[config.mk]
export PLATFORM = sky130hd
export DESIGN_NAME = serial_add_ctrl
export DESIGN_NICKNAME = d
export VERILOG_FILES = /design/src/rtl/serial_add_pkg.sv /design/src/rtl/serial_add_ctrl_full_adder_bit.sv /design/src/rtl/serial_add_ctrl.sv
export SDC_FILE = /design/constraint.sdc
export NUM_CORES = 1
export LEC_CHECK = 0
export CAP_MARGIN = 20
export CORE_MARGIN = 5
export CORE_UTILIZATION = 51
export DETAILED_ROUTE_END_ITERATION = 16
export PLACE_DENSITY = 0.78
export SETUP_SLACK_MARGIN = 0.05
export SKIP_CTS_REPAIR_TIMING = 1
export SYNTH_ARGS = -nofsm -noshare
export SYNTH_HDL_FRONTEND = slang
export SYNTH_HIERARCHICAL = 1
export SYNTH_SLANG_ARGS = --single-unit
[constraint.sdc]
create_clock -name clk -period 3.5 [get_ports clk]
set_input_delay 0.7 -clock clk [delete_from_list [all_inputs] [get_ports clk]]
set_output_delay 0.7 -clock clk [all_outputs]
set_load 0.005 [all_outputs]
[src/rtl/serial_add_pkg.sv]
// serial_add_pkg
// Shared definitions for the bit-serial adder controller: the FSM state
// encoding, the default operand width and a helper that sizes the bit
// counter.
// Optional feature macro used by the slice: SERIAL_ADD_SUB_EN (subtract mode).
package serial_add_pkg;

  // Operand/result width used when the top is instantiated without override.
  localparam int DEFAULT_WIDTH = 8;

  // Controller states: waiting for operands, shifting bits, holding result.
  typedef enum logic [1:0] {
    IDLE = 2'd0,
    RUN  = 2'd1,
    DONE = 2'd2
  } state_t;

  // Bit counter width. The counter only reaches WIDTH-1, but sizing it for
  // WIDTH+1 values keeps WIDTH=1 at a legal one-bit counter.
  function automatic int cnt_width(input int w);
    return (w < 1) ? 1 : $clog2(w + 1);
  endfunction

endpackage

[src/rtl/serial_add_ctrl_full_adder_bit.sv]
// full_adder_bit
// Single-bit combinational full adder. This cell is the only arithmetic in
// the serial adder; the controller time-multiplexes it across all bits.
// Ports:
//   a, b  in   operand bits
//   cin   in   carry in
//   s     out  sum bit
//   cout  out  carry out
module full_adder_bit (
  input  logic a,
  input  logic b,
  input  logic cin,
  output logic s,
  output logic cout
);

  // Classic propagate/generate form of the full adder.
  always_comb begin
    s    = a ^ b ^ cin;
    cout = (a & b) | (cin & (a ^ b));
  end

endmodule

[src/rtl/serial_add_ctrl.sv]
// serial_add_ctrl
// Bit-serial addition controller. Operands are captured on an input
// valid/ready handshake, added LSB first through one full_adder_bit at one
// bit per clock with the carry held in a flop, and the registered result is
// offered on an output valid/ready handshake.
// Configuration macro: SERIAL_ADD_SUB_EN adds an in_sub port; when in_sub is
// captured high the B bits are inverted and the carry starts at 1, giving
// A-B with out_cout=1 meaning no borrow.
// Ports:
//   clk, rst           clock, asynchronous active-high reset
//   in_valid/in_ready  operand handshake; in_a, in_b operands (WIDTH bits)
//   in_sub             subtract select (only with SERIAL_ADD_SUB_EN)
//   out_valid/out_ready result handshake; out_sum (WIDTH bits), out_cout
//   busy               high while bits are being processed
module serial_add_ctrl
  import serial_add_pkg::*;
#(
  parameter int WIDTH = DEFAULT_WIDTH
) (
  input  logic             clk,
  input  logic             rst,
  input  logic             in_valid,
  output logic             in_ready,
  input  logic [WIDTH-1:0] in_a,
  input  logic [WIDTH-1:0] in_b,
`ifdef SERIAL_ADD_SUB_EN
  input  logic             in_sub,
`endif
  output logic             out_valid,
  input  logic             out_ready,
  output logic [WIDTH-1:0] out_sum,
  output logic             out_cout,
  output logic             busy
);

  localparam int CW = cnt_width(WIDTH);
  localparam logic [CW-1:0] LAST_BIT = CW'(WIDTH - 1);

  state_t           state_q, state_d;
  logic [CW-1:0]    cnt_q, cnt_d;
  logic [WIDTH-1:0] a_sr_q, a_sr_d;
  logic [WIDTH-1:0] b_sr_q, b_sr_d;
  logic [WIDTH-1:0] res_sr_q, res_sr_d;
  logic             carry_q, carry_d;
  logic [WIDTH-1:0] sum_q, sum_d;
  logic             cout_q, cout_d;
`ifdef SERIAL_ADD_SUB_EN
  logic             sub_q, sub_d;
`endif

  logic             accept;
  logic             last_bit;
  logic             fa_b;
  logic             fa_s;
  logic             fa_cout;
  logic [WIDTH-1:0] res_shift;

  assign accept   = (state_q == IDLE) && in_valid;
  assign last_bit = (cnt_q == LAST_BIT);

  // B is inverted into the adder in subtract mode (two's complement with the
  // carry preset to 1).
`ifdef SERIAL_ADD_SUB_EN
  assign fa_b = b_sr_q[0] ^ sub_q;
`else
  assign fa_b = b_sr_q[0];
`endif

  full_adder_bit u_fa (
    .a    (a_sr_q[0]),
    .b    (fa_b),
    .cin  (carry_q),
    .s    (fa_s),
    .cout (fa_cout)
  );

  // State register plus all datapath flops. Reset aborts any operation in
  // flight and clears the presented result so no partial sum ever escapes.
  always_ff @(posedge clk or posedge rst) begin
    if (rst) begin
      state_q  <= IDLE;
      cnt_q    <= '0;
      a_sr_q   <= '0;
      b_sr_q   <= '0;
      res_sr_q <= '0;
      carry_q  <= 1'b0;
      sum_q    <= '0;
      cout_q   <= 1'b0;
`ifdef SERIAL_ADD_SUB_EN
      sub_q    <= 1'b0;
`endif
    end else begin
      state_q  <= state_d;
      cnt_q    <= cnt_d;
      a_sr_q   <= a_sr_d;
      b_sr_q   <= b_sr_d;
      res_sr_q <= res_sr_d;
      carry_q  <= carry_d;
      sum_q    <= sum_d;
      cout_q   <= cout_d;
`ifdef SERIAL_ADD_SUB_EN
      sub_q    <= sub_d;
`endif
    end
  end

  // Next-state logic: accept in IDLE, leave RUN after the last bit, and
  // return to IDLE once the result has been taken.
  always_comb begin
    state_d = state_q;
    case (state_q)
      IDLE:    if (in_valid) state_d = RUN;
      RUN:     if (last_bit) state_d = DONE;
      DONE:    if (out_ready) state_d = IDLE;
      default: state_d = IDLE;
    endcase
  end

  // Datapath next values. The sum bit enters the MSB of the result register
  // so that after WIDTH shifts bit 0 of the sum sits in bit 0. The visible
  // result registers are only written on the RUN to DONE step.
  always_comb begin
    cnt_d     = cnt_q;
    a_sr_d    = a_sr_q;
    b_sr_d    = b_sr_q;
    res_sr_d  = res_sr_q;
    carry_d   = carry_q;
    sum_d     = sum_q;
    cout_d    = cout_q;
`ifdef SERIAL_ADD_SUB_EN
    sub_d     = sub_q;
`endif
    res_shift = res_sr_q >> 1;
    res_shift[WIDTH-1] = fa_s;

    if (accept) begin
      a_sr_d   = in_a;
      b_sr_d   = in_b;
      res_sr_d = '0;
      cnt_d    = '0;
`ifdef SERIAL_ADD_SUB_EN
      sub_d    = in_sub;
      carry_d  = in_sub;
`else
      carry_d  = 1'b0;
`endif
    end else if (state_q == RUN) begin
      a_sr_d   = a_sr_q >> 1;
      b_sr_d   = b_sr_q >> 1;
      res_sr_d = res_shift;
      carry_d  = fa_cout;
      if (last_bit) begin
        sum_d  = res_shift;
        cout_d = fa_cout;
      end else begin
        cnt_d  = cnt_q + CW'(1);
      end
    end
  end

  // Handshake and status outputs decoded purely from the state.
  always_comb begin
    in_ready  = 1'b0;
    out_valid = 1'b0;
    busy      = 1'b0;
    case (state_q)
      IDLE:    in_ready  = 1'b1;
      RUN:     busy      = 1'b1;
      DONE:    out_valid = 1'b1;
      default: in_ready  = 1'b0;
    endcase
  end

  assign out_sum  = sum_q;
  assign out_cout = cout_q;

endmodule

==> Flow_metrics.wiki, run 1 <==
{| class="wikitable"
! Metric !! Value
|-
| Routability Congestion || 0.7989
|-
| Switching power of the nets || 0.5651 mW
|-
| Clock group share of total power || 0.132
|-
| Result of the run || finished clean
|-
| Count of final hold-check violations || 0
|-
| Top-level I/O count || 32
|-
| MaxCap Viol Count || 0
|-
| CTS root buf || sky130_fd_sc_hd__clkbuf_4
|-
| 1st-pass router iterations || 4
|-
| Number of nets in the synthesized netlist || 181
|-
| Slew margin rel. || 0.6714
|-
| Grt total ovfl || 0
|-
| Core Box Area || 3363 um2
|-
| Switch share || 0.3473
|-
| Antenna Cells || 0
|-
| Chip Height || 69.11 um
|-
| Final period util || 0.7657
|-
| Clock buffer depth || 2
|-
| Depth of the CTS H-tree || 2
|-
| Area taken by flip-flops and latches || 975.9 um2
|-
| Pwr Density || 748.6 nW/um2
|-
| Final worst hold slack || 0.5062 ns
|-
| Most used cells in the layout excluding fill and tap cells || 39 x sky130_fd_sc_hd__dfrtp_1, 31 x sky130_fd_sc_hd__clkdlybuf4s50_1, 19 x sky130_fd_sc_hd__nand2_1, 16 x sky130_fd_sc_hd__a21oi_1, 16 x sky130_fd_sc_hd__o21ai_1
|-
| # fillers || 288
|-
| Share of layout cells above drive strength 1 || 0.1257
|-
| Mean instance size in the synthesized netlist || 11.21 um2
|-
| Count of cells along the worst hold path || 2
|-
| Setup repair after global routing missed its margin || false
|-
| CP max stage cell || sky130_fd_sc_hd__clkdlybuf4s50_1
|-
| Die Outline Area || 4776 um2
|-
| Worst setup EP type || output pin
|-
| Req. time, crit path || 2.80 ns
|-
| Synth async-reset ratio || 1.000
|-
| Fin. max-slew vios || 0
|-
| Wire length of the first global-routing pass || 6.306 mm
|-
| Worst hold path class || flop to flop
|-
| Maximum number of pins on one net before global-route repair || 40
|-
| TritonCTS sink count || 39
|-
| Number of synthesized register bits || 39
|-
| Gate Count Post-Synth || 159
|-
| Transition time at the pin with the least slew margin || 0.4913 ns
|-
| Starting Density || 0.5298
|-
| Source-to-sink clock delay at the later pin of the worst-skew pair || 0.34 ns
|-
| P_leak || 1.017 nW
|-
| Remaining antenna violation count || 0
|-
| Area occupied by multi-input gates || 732.0 um2
|-
| Stage delay of the slowest cell on the critical path || 0.58 ns
|-
| Data arrival time of the critical path || 1.98 ns
|-
| Post-synthesis sequential area ratio || 0.5478
|-
| Sequential share of power || 0.457
|-
| Worst Reg2Reg Path Length in Cells || 5
|-
| Placement row count || 21
|-
| Number of warnings reported in the yosys synthesis log || 6
|-
| CTS tree || yes
|-
| Share of total power in combinational logic || 0.411
|-
| Layout-stage area growth over the synthesis result || 21.98%
|-
| Num CTS Buffers || 5
|-
| Setup TNS Final || 0 ns
|-
| Post-synthesis cell area || 1782 um2
|-
| Hpwl dp || 2.573 mm
|-
| Synth unique cells || 28
|-
| Die width || 69.11 um
|-
| DRC marker count from the first detailed-route iteration || 75
|-
| Most frequent standard cell in the layout excluding fill and tap cells || sky130_fd_sc_hd__dfrtp_1
|-
| Initial antenna violation count || 0
|-
| Internal power of the cells || 1.062 mW
|-
| CP Max Fanout || 21
|-
| Nets@finish || 212
|-
| Highest Clock Rate || 0.3732 GHz
|-
| Crit Path Class || flop to output pin
|-
| Residual DRC || 0
|-
| Detailed-route via count || 1,311
|-
| Average via count per standard cell || 5.532
|-
| Overall routed net length || 3.603 mm
|-
| Final count of negative-setup-slack endpoints || 0
|-
| Number of flops mapped to enable cells by yosys || 0
|-
| Vias in the first global route || 1,388
|-
| Global routing usage summed across all routing layers || 0.1623
|-
| Routed wire per std cell || 15.20 um
|-
| Buffers on Ports || 31
|-
| Largest clock skew in the final design || 0.009706 ns
|-
| Maximum ir drop on the vdd rail || 0.3648 mV
|-
| Chain of cells forming the critical path || buf_4, nand2b_1, inv_1, clkdlybuf4s50_1
|-
| Min cycle time layout || 2.680 ns
|-
| Clock slew at the register clock pins of the worst setup and hold paths || 0.11 ns
|-
| Flip-flop cell with the highest count after synthesis || sky130_fd_sc_hd__dfrtp_1
|-
| Critical Path Source Type || flop
|}
-- metrics by stage --
stage	std cells	cell area, um2	total power [mW]	utilization	setup WS, ns
3_5_place_dp	229	2121	1.425	0.6306	1.117
6_report	237	2173	1.627	0.6462	0.8202
4_1_cts	237	2173	1.641	0.6462	0.7976
3_3_place_gp	229	2121	1.381	0.6306	1.188
5_1_grt	237	2173	1.748	0.6462	0.6953
2_1_floorplan	159	1782	1.185	-	1.899
-- cell families after synthesis --
logic type,share of synthesized area
adders and majority gates,0.01826
DFF,0.5478
AOI/OAI and AO/OA,0.1671
and+or+nand+nor,0.1496
muxes,0.07584
buffers and inverters,0.04143
-- worst paths after layout --
| kind | start | endpoint | slack (ns) |
|---|---|---|---|
| worst min register to register | a_sr_q[3] | a_sr_q[3] | 0.51 |
| min in group asynchronous | rst | a_sr_q[3] | 0.78 |
| max in group asynchronous | rst | b_sr_q[1] | 2.38 |
| worst min-delay path | a_sr_q[3] | a_sr_q[3] | 0.51 |
| worst max register to register | state_q[1] | out_sum[5] | 1.65 |
| worst max-delay path | state_q[1] | busy | 0.82 |
-- layer usage --
layer	global-route usage	up-vias	part of all wire	routed length, um
li1	-	621	-	-
met1	0.1869	651	0.42	1524
met2	0.2807	31	0.51	1848
met3	0.03924	8	0.045	162
met4	0.07809	0	0.019	68
met5	0	-	0	0
-- layout make-up --
type	count	share of cell area
Clock buffer	5	0.01727
Clock inverter	3	0.006908
Timing Repair Buffer	35	0.1566
Inverter	4	0.006908
Tap cell	46	0.02648
Multi-Input combinational cell	105	0.3368
Sequential cell	39	0.4491
-- cells in the mapped netlist (3+ instances only) --
library cell	n	area (um2)
sky130_fd_sc_hd__a21oi_1	16	80.08
sky130_fd_sc_hd__and3b_1	11	96.34
sky130_fd_sc_hd__a22o_1	8	70.07
sky130_fd_sc_hd__a22oi_1	3	22.52
sky130_fd_sc_hd__nand3_1	4	20.02
sky130_fd_sc_hd__buf_2	8	40.04
sky130_fd_sc_hd__dfrtp_1	39	975.9
sky130_fd_sc_hd__nor2b_1	4	25.02
sky130_fd_sc_hd__o21ai_1	16	80.08
sky130_fd_sc_hd__mux2_4	9	135.1
sky130_fd_sc_hd__nand2_1	19	71.32
sky130_fd_sc_hd__inv_1	4	15.01
-- state kept, by name, indices dropped and copies added (netlist names) --
name      flops
out_cout      1
b_sr_q        8
cnt_q         4
res_sr_q      7
carry_q       1
out_sum       8
a_sr_q        8
state_q       2
-- worst max-delay path, delay by kind of cell, from the launching register on --
kind	cells	cell delay, ns
and+or+nand+nor	1	0.19
buffers and inverters	3	1.08
DFF	1	0.38
-- power by group through the flow --
stage	Combinational (mW)	Clock, mW	Sequential (mW)
2_1_floorplan	0.462	0	0.722
3_3_place_gp	0.642	0	0.740
3_5_place_dp	0.673	0	0.753
4_1_cts	0.677	0.220	0.744
6_report	0.668	0.215	0.744
5_1_grt	0.741	0.239	0.768
No activity file was read; power rests on OpenSTA's default activity.
==> inputs of run 2 (changes only) <==
==> constraint.sdc (replaced) <==
create_clock -name clk -period 2.7 [get_ports clk]
set_input_delay 0.54 -clock clk [delete_from_list [all_inputs] [get_ports clk]]
set_output_delay 0.54 -clock clk [all_outputs]
set_load 0.005 [all_outputs]
==> Flow_metrics.wiki, run 2 (synthesis results as in run 1) <==
{| class="wikitable"
! Metric !! Value
|-
| CP max stage cell || sky130_fd_sc_hd__clkdlybuf4s50_1 (unchanged)
|-
| Final worst hold slack || 0.5003 ns (was 0.5062 ns)
|-
| Overall routed net length || 3.474 mm (was 3.603 mm)
|-
| Area occupied by multi-input gates || 732.0 um2 (unchanged)
|-
| Slew margin rel. || 0.6418 (was 0.6714)
|-
| Share of layout cells above drive strength 1 || 0.1198 (was 0.1257)
|-
| Depth of the CTS H-tree || 2 (unchanged)
|-
| DRC marker count from the first detailed-route iteration || 80 (was 75)
|-
| Most used cells in the layout excluding fill and tap cells || 39 x sky130_fd_sc_hd__dfrtp_1, 31 x sky130_fd_sc_hd__clkdlybuf4s50_1, 19 x sky130_fd_sc_hd__nand2_1, 16 x sky130_fd_sc_hd__a21oi_1, 16 x sky130_fd_sc_hd__o21ai_1 (unchanged)
|-
| Initial antenna violation count || 0 (unchanged)
|-
| Buffers on Ports || 31 (unchanged)
|-
| CTS tree || yes (unchanged)
|-
| Clock slew at the register clock pins of the worst setup and hold paths || 0.11 ns (about the same)
|-
| P_leak || 1.016 nW (was 1.017 nW)
|-
| Pwr Density || 961.7 nW/um2 (was 748.6 nW/um2)
|-
| Stage delay of the slowest cell on the critical path || 0.58 ns (about the same)
|-
| Crit Path Class || flop to output pin (unchanged)
|-
| # fillers || 287 (was 288)
|-
| CP top delay family || buffers and inverters (unchanged)
|-
| FF-to-FF Start || state_q[0] (was state_q[1])
|-
| Num CTS Buffers || 5 (unchanged)
|-
| Maximum ir drop on the vdd rail || 0.3796 mV (was 0.3648 mV)
|-
| Setup TNS Final || 0 ns (unchanged)
|-
| Chip Height || 69.11 um (unchanged)
|-
| Post-Place Worst Slack || 0.7441 ns (was 1.117 ns)
|-
| CTS root buf || sky130_fd_sc_hd__clkbuf_4 (unchanged)
|-
| Count of final hold-check violations || 0 (unchanged)
|-
| Nets@finish || 213 (was 212)
|-
| Layout-stage area growth over the synthesis result || 22.26% (was 21.98%)
|-
| Buf+Inv Stages, Crit Path || 2 (was 3)
|-
| Antenna Cells || 0 (unchanged)
|-
| Maximum number of pins on one net before global-route repair || 40 (unchanged)
|-
| Min cycle time layout || 2.301 ns
|-
| Highest Clock Rate || 0.4347 GHz
|-
| Final Instance Count excl. Fillers || 238 (was 237)
|-
| TritonCTS sink count || 39 (unchanged)
|-
| Final count of negative-setup-slack endpoints || 0 (unchanged)
|-
| MaxCap Viol Count || 0 (unchanged)
|-
| Vias in the first global route || 1,358 (was 1,388)
|-
| Transition time at the pin with the least slew margin || 0.5370 ns (was 0.4913 ns)
|-
| Min setup slack post-route || 0.3993 ns (was 0.8202 ns)
|-
| Grt total ovfl || 0 (unchanged)
|-
| Hpwl dp || 2.482 mm (was 2.573 mm)
|-
| Critical hold path startpoint || a_sr_q[6] (was a_sr_q[3])
|-
| Residual DRC || 0 (unchanged)
|-
| Wire length of the first global-routing pass || 5.989 mm (was 6.306 mm)
|-
| Final period util || 0.8521
|-
| Data arrival time of the critical path || 1.76 ns (was 1.98 ns)
|-
| Cell count after placement || 230 (was 229)
|-
| Chain of cells forming the critical path || nand2b_1, inv_1, clkdlybuf4s50_1 (was buf_4, nand2b_1, inv_1, clkdlybuf4s50_1)
|-
| Worst hold path class || flop to flop (unchanged)
|-
| Fin. max-slew vios || 0 (unchanged)
|-
| Global routing usage summed across all routing layers || 0.1533 (was 0.1623)
|-
| Core Box Area || 3363 um2 (unchanged)
|-
| Die width || 69.11 um (unchanged)
|-
| Starting Density || 0.5298 (unchanged)
|-
| Result of the run || finished clean (unchanged)
|-
| Top-level I/O count || 32 (unchanged)
|-
| Die Outline Area || 4776 um2 (unchanged)
|-
| Area taken by flip-flops and latches || 975.9 um2 (unchanged)
|-
| Remaining antenna violation count || 0 (unchanged)
|-
| Critical Path Source Type || flop (unchanged)
|-
| Setup repair after global routing missed its margin || false (unchanged)
|-
| Most frequent standard cell in the layout excluding fill and tap cells || sky130_fd_sc_hd__dfrtp_1 (unchanged)
|-
| Source-to-sink clock delay at the later pin of the worst-skew pair || 0.34 ns (about the same)
|-
| Worst setup EP type || output pin (unchanged)
|-
| Routability Congestion || 0.8124 (was 0.7989)
|-
| 1st-pass router iterations || 4 (unchanged)
|-
| Routed wire per std cell || 14.60 um (was 15.20 um)
|-
| Average via count per standard cell || 5.450 (was 5.532)
|-
| Detailed-route via count || 1,297 (was 1,311)
|-
| Clock buffer depth || 2 (unchanged)
|-
| Origin of the worst setup path || state_q[1] (unchanged)
|-
| CP Max Fanout || 12 (was 21)
|-
| Req. time, crit path || 2.16 ns (was 2.80 ns)
|-
| Placement row count || 21 (unchanged)
|-
| Largest clock skew in the final design || 0.009063 ns (was 0.009706 ns)
|}
[run 2: changes by cell type in the layout (fill, tap and decap cells not counted)]
cell and delta:
sky130_fd_sc_hd__clkinv_2 -2, sky130_fd_sc_hd__buf_4 +1, sky130_fd_sc_hd__clkbuf_1 +2
[run 2: worst paths after layout]
check	endpoint	slack [ns]	cells past startpoint
worst max register to register	res_sr_q[6]	1.01	4
worst min-delay path	a_sr_q[6]	0.50	2
worst max-delay path	busy	0.40	3
max in group asynchronous	state_q[1]	1.75	3
worst min register to register	a_sr_q[6]	0.50	2
min in group asynchronous	res_sr_q[1]	0.59	3
[run 2: report_power, final]
part           switching, mW  total [mW]  internal [mW]
Clock                  0.177       0.279          0.102
Sequential             0.154       0.963          0.809
Combinational          0.383       0.853          0.470
[run 2: per-layer routing]
metal,up-vias,global-route usage,share of wire
li1,620,-,-
met1,635,0.1746,0.45
met2,37,0.2606,0.48
met3,5,0.05233,0.057
met4,0,0.06508,0.014
met5,-,0,0
[run 2: cell type report]
class                           instances  area share
Multi-Input combinational cell        105      0.3360
Inverter                                4    0.006893
Sequential cell                        39      0.4480
Clock buffer                            7     0.02068
Timing Repair Buffer                   36      0.1597
Tap cell                               46     0.02642
Clock inverter                          1    0.002298
[run 2: tightest hold or removal path, delay by kind of cell, from the launching register on]
kind	cells	cell delay, ns
simple gates	1	0.05
flops	1	0.36
compound gates	1	0.06
[run 2: per-stage QoR]
| stage | instance area (um2) | util | power (mW) |
|---|---|---|---|
| 6_report | 2178 | 0.6477 | 2.095 |
| 5_1_grt | 2178 | 0.6477 | 2.246 |
| 4_1_cts | 2178 | 0.6477 | 2.118 |
| 3_5_place_dp | 2128 | 0.6328 | 1.837 |
| 3_3_place_gp | 2128 | 0.6328 | 1.790 |
| 2_1_floorplan | 1782 | - | 1.536 |
